[config.mk]
export PLATFORM = sky130hd
export DESIGN_NAME = stream_reorder_buf
export DESIGN_NICKNAME = d
export VERILOG_FILES = /design/src/rtl/stream_reorder_buf.sv
export SDC_FILE = /design/constraint.sdc
export NUM_CORES = 1
export LEC_CHECK = 0
export BUFFER_PORTS_ARGS = -buffer_cell sky130_fd_sc_hd__buf_2
export CAP_MARGIN = 20
export CORE_UTILIZATION = 30
export DETAILED_ROUTE_END_ITERATION = 10
export RECOVER_POWER = 25
export SKIP_CTS_REPAIR_TIMING = 1
export SLEW_MARGIN = 20
export SYNTH_ARGS = -nofsm -noshare
export SYNTH_HDL_FRONTEND = slang
export SYNTH_SLANG_ARGS = --single-unit
[constraint.sdc]
create_clock -name clk -period 34.3 [get_ports clk]
set_input_delay 8.575 -clock clk [delete_from_list [all_inputs] [get_ports clk]]
set_output_delay 8.575 -clock clk [all_outputs]
set_load 0.01 [all_outputs]
[src/rtl/stream_reorder_buf.sv]
// Frame reorder buffer: collects DEPTH words, replays them forward, reversed, ascending or descending.
// Optional STREAM_SUM_EN adds out_sum, the frame sum presented on the last output beat.
module stream_reorder_buf #(
  parameter int unsigned WIDTH = 4,
  parameter int unsigned DEPTH = 8
) (
  input  logic                                 clk,
  input  logic                                 rst_n,
  input  logic                                 in_valid,
  input  logic [WIDTH-1:0]                     in,
  input  logic [1:0]                           mode,
  output logic                                 out_valid,
  output logic [WIDTH-1:0]                     out,
`ifdef STREAM_SUM_EN
  output logic [WIDTH+$clog2(DEPTH)-1:0]       out_sum,
`endif
  output logic                                 busy
);

  localparam int unsigned CNT_W = $clog2(DEPTH + 1);
  localparam int unsigned IDX_W = $clog2(DEPTH);
  localparam int unsigned SUM_W = WIDTH + $clog2(DEPTH);

  localparam logic [1:0] MODE_FWD = 2'd0;
  localparam logic [1:0] MODE_REV = 2'd1;

  typedef enum logic [1:0] {IDLE, COLLECT, OUTPUT} state_t;

  state_t            state;
  logic [WIDTH-1:0]  buf_q [DEPTH];
  logic [WIDTH-1:0]  view  [DEPTH];
  logic [CNT_W-1:0]  cnt;
  logic [1:0]        mode_q;
  logic [DEPTH-1:0]  used;

  logic              start;
  logic              last_beat;
  logic [IDX_W-1:0]  pos;
  logic              found;
  logic [IDX_W-1:0]  best_idx;
  logic [WIDTH-1:0]  best_val;
  logic [IDX_W-1:0]  sel_idx;
  logic [WIDTH-1:0]  sel_word;

  assign start     = (state == IDLE) && in_valid;
  assign last_beat = (state == COLLECT) && in_valid && (cnt == CNT_W'(DEPTH - 1));
  // First output word is chosen on the same edge that accepts the last beat.
  assign pos       = last_beat ? '0 : IDX_W'(cnt);

  // Buffer view with the incoming last beat bypassed into its slot.
  always_comb begin
    for (int i = 0; i < DEPTH; i++) begin
      view[i] = buf_q[i];
    end
    if (last_beat) begin
      view[DEPTH-1] = in;
    end
  end

  // Min/max scan over unused words; strict compares keep the lowest index on ties.
  always_comb begin
    found    = 1'b0;
    best_idx = '0;
    best_val = '0;
    for (int i = 0; i < DEPTH; i++) begin
      if (!used[i] && (!found || (mode_q[0] ? (view[i] > best_val) : (view[i] < best_val)))) begin
        found    = 1'b1;
        best_idx = IDX_W'(i);
        best_val = view[i];
      end
    end
  end

  always_comb begin
    case (mode_q)
      MODE_FWD: sel_idx = pos;
      MODE_REV: sel_idx = IDX_W'(DEPTH - 1) - pos;
      default:  sel_idx = best_idx;
    endcase
    sel_word = view[sel_idx];
  end

  always_ff @(posedge clk) begin
    if (start) begin
      buf_q[0] <= in;
    end else if ((state == COLLECT) && in_valid) begin
      buf_q[IDX_W'(cnt)] <= in;
    end
  end

  // Control FSM; cnt counts accepted beats in COLLECT and emitted words in OUTPUT.
  always_ff @(posedge clk or negedge rst_n) begin
    if (!rst_n) begin
      state     <= IDLE;
      cnt       <= '0;
      mode_q    <= '0;
      used      <= '0;
      out_valid <= 1'b0;
      out       <= '0;
      busy      <= 1'b0;
    end else begin
      case (state)
        IDLE: begin
          out_valid <= 1'b0;
          out       <= '0;
          if (in_valid) begin
            mode_q <= mode;
            cnt    <= CNT_W'(1);
            used   <= '0;
            busy   <= 1'b1;
            state  <= COLLECT;
          end
        end
        COLLECT: begin
          if (last_beat) begin
            state         <= OUTPUT;
            cnt           <= CNT_W'(1);
            out_valid     <= 1'b1;
            out           <= sel_word;
            used[sel_idx] <= 1'b1;
          end else if (in_valid) begin
            cnt <= cnt + CNT_W'(1);
          end
        end
        OUTPUT: begin
          if (cnt == CNT_W'(DEPTH)) begin
            state     <= IDLE;
            cnt       <= '0;
            out_valid <= 1'b0;
            out       <= '0;
            busy      <= 1'b0;
          end else begin
            out           <= sel_word;
            used[sel_idx] <= 1'b1;
            cnt           <= cnt + CNT_W'(1);
          end
        end
        default: state <= IDLE;
      endcase
    end
  end

`ifdef STREAM_SUM_EN
  logic [SUM_W-1:0] acc;

  // Frame accumulator; sum is exposed only alongside the final output word.
  always_ff @(posedge clk or negedge rst_n) begin
    if (!rst_n) begin
      acc     <= '0;
      out_sum <= '0;
    end else begin
      if (start) begin
        acc <= SUM_W'(in);
      end else if ((state == COLLECT) && in_valid) begin
        acc <= acc + SUM_W'(in);
      end
      if ((state == OUTPUT) && (cnt == CNT_W'(DEPTH - 1))) begin
        out_sum <= acc;
      end else begin
        out_sum <= '0;
      end
    end
  end
`endif

endmodule

==> reports/metrics.yaml <==
grt_usage_pct: 16.0
gr-total-overflow: 0
routed_wl_um: 10300
portBuffers: 14
ff2ff_setup_slack_ns: 22.43
worstSetupPathType: "flop to flop"
die_height_um: 117
ys.flop_type: "edfxtp_1"
grt_max_degree: 23
cp_top_family: "simple AND/OR/NAND/NOR gates"
antenna_found_initial: 0
floorplan.rows: 41
endpoint_kind: "flop"
first_pass_iters: 5
ant_nets: 0
cts_tree: "yes"
slowest_delay_ns: 0.53
ctsLongestPathBuffers: 2
synth_edf_count: 32
vias_per_cell: 5.39
ys_ff_latch: 54
grt_pass1_vias: 3190
fin_nets: 468
hpwl_um: 8120
die_width_um: 117
worst_path_most_repeated_cell: "ha_1"
clock_sinks: 54
wl_per_cell_um: 17.1
finalCritPeriodShare_pct: 34.6
initial_utilization_pct: 31.1
htree_levels: 2
r2r_start: "used[0]"
maxCapViolations: 0
path_buf_inv: 3
worstHoldPathCells: 2
numCtsBuffers: 5
drt-initial-drc-count: 260
rsz0062_at_grt: "no"
synth_cell_types: 66
layout-drive-gt1-share_pct: 11.5
max_freq_mhz: 84.3
setup_viol: 0
synth.net_count: 465
min_to: "out[2]"
ys_warn_count: 0
seq_area_frac_synth_pct: 38.0
hold_class: "flop to flop"
slew-limit-headroom_pct: 41.7
r2r-end: "out[2]"
skew_ns: 0.00448
slew_violations: 0
syn_inst: 422
status: "completed"
startpoint_type: "flop"
n_antenna_cell: 0
path_clk_slew_ns: 0.07
async_flop_share_pct: 40.7
worst_slew_pin_slew_ns: 0.867
io_pins: 15
crit_arrival_ns: 12.04
area_growth_pct: 8.94
clock_latency_ns: 0.30
rr_worst_depth: 50
netlist_area_mm2: 0.00397
core_mm2: 0.0128
grt_pass1_wl_um: 16600
gp_congestion: 0.916
dieArea_mm2: 0.0137
vias: 3226
critPathRequiredTime_ns: 34.48
drc: 0
hp-start: "out[2]"
hold_viol_final: 0
slowest_stage: "or4_1"
path_max_fanout: 11
root_buffer: "clkbuf_16"
avgSynthCellArea_um2: 9.41
final.fill_count: 1330
layout_min_cycle_time_ns: 11.87
setup_tns_ns: 0
==> area by class of cell <==
class | count | area [um^2] | share of cell area [%]
clock buffers | 5 | 125 | 2.89
clock inverters | 3 | 47.5 | 1.10
inverters | 27 | 101 | 2.34
multi-input cells | 323 | 2260 | 52.3
flip-flops and latches | 54 | 1510 | 34.9
well taps | 172 | 215 | 4.97
repair buffers | 14 | 65.1 | 1.50
==> through the flow <==
step / utilization [%] / setup slack, ns / hold WS (ns) / area, um^2 / cells
2_1_floorplan: - / 22.95 / 0.486 / 3970 / 422
3_3_place_gp: 32.6 / 22.66 / 0.493 / 4160 / 590
3_5_place_dp: 32.6 / 22.54 / 0.503 / 4160 / 590
4_1_cts: 33.9 / 22.51 / 0.519 / 4330 / 598
5_1_grt: 33.9 / 21.55 / 0.542 / 4330 / 598
6_report: 33.9 / 22.43 / 0.519 / 4330 / 598
==> tightest hold or removal path: stages (launching register included) <==
cell	delay, ns
dfrtp_1	0.37
nand2_1	0.06
o31ai_1	0.06
==> Yosys cell counts, types with 4 or more instances <==
master,n,area [um^2]
dfrtp_1,22,551
o31ai_1,5,37.5
nand2b_1,8,50.1
a31o_2,4,35.0
ha_1,34,425
clkbuf_1,9,33.8
o21ai_0,18,90.1
inv_1,27,101
o211ai_1,13,97.6
or4_1,4,30.0
edfxtp_1,32,961
nand2_1,41,154
buf_4,5,37.5
a21oi_1,36,180
nor3_1,10,50.1
or3_1,9,56.3
a211oi_1,6,45.0
nor2_1,30,113
mux2i_1,8,80.1
a31oi_1,6,37.5
o21ai_1,4,20.0
mux2_2,7,78.8
nand4_1,7,43.8
and2_1,6,37.5
nand3_1,9,45.0
o22ai_1,5,31.3
==> sequential cells by signal, indices dropped and copies added, names as in the netlist <==
signal / flops
cnt: 4
mode_q: 2
state: 2
busy: 1
out_valid: 1
out: 4
used: 8
buf_q: 32
==> cell families after synthesis <==
family / share of synthesized area [%]
simple gates: 19.2
compound gates: 20.9
flops: 38.0
buf+inv: 5.01
fa+ha+maj: 10.7
mux: 5.70
xor+xnor: 0.441
==> worst max-delay path by stage <==
stage	endpoint	depth (start not counted)	slack (ns)	start
after global routing	out[3]	50	21.55	used[0]
after global placement	out[2]	14	22.66	in_valid
after detailed placement	out[2]	50	22.54	used[0]
after CTS	out[2]	50	22.51	used[0]
after floorplan	out[2]	16	22.95	in_valid
final	out[2]	50	22.43	used[0]
==> placed cells by master (no fill, tap or decap), drive strengths merged, types with 5 or more instances in the layout <==
cell	netlist	layout
o21ai	23	23
clkbuf	10	9
nand2b	8	8
a21oi	38	38
edfxtp	32	32
a211oi	6	6
nand4	7	7
ha	34	34
nor2	30	30
nor3	11	11
a31oi	8	8
mux2	10	10
mux2i	9	9
o22ai	5	5
o211ai	14	14
and3	5	5
inv	27	28
o31ai	6	6
buf	8	10
or3	9	9
and2	7	7
dfrtp	22	22
nand2	41	41
nand3	10	10
==> per-layer routing <==
metal  global-route usage, %  wire (um)
met5                       0          0
met4                    5.40        241
met2                    27.5       4870
met3                    2.01        392
met1                    20.8       4750
Power is left out: the tool's default activity adds up to more than one toggle a clock period on the data nets, which glitch-free logic cannot reach.
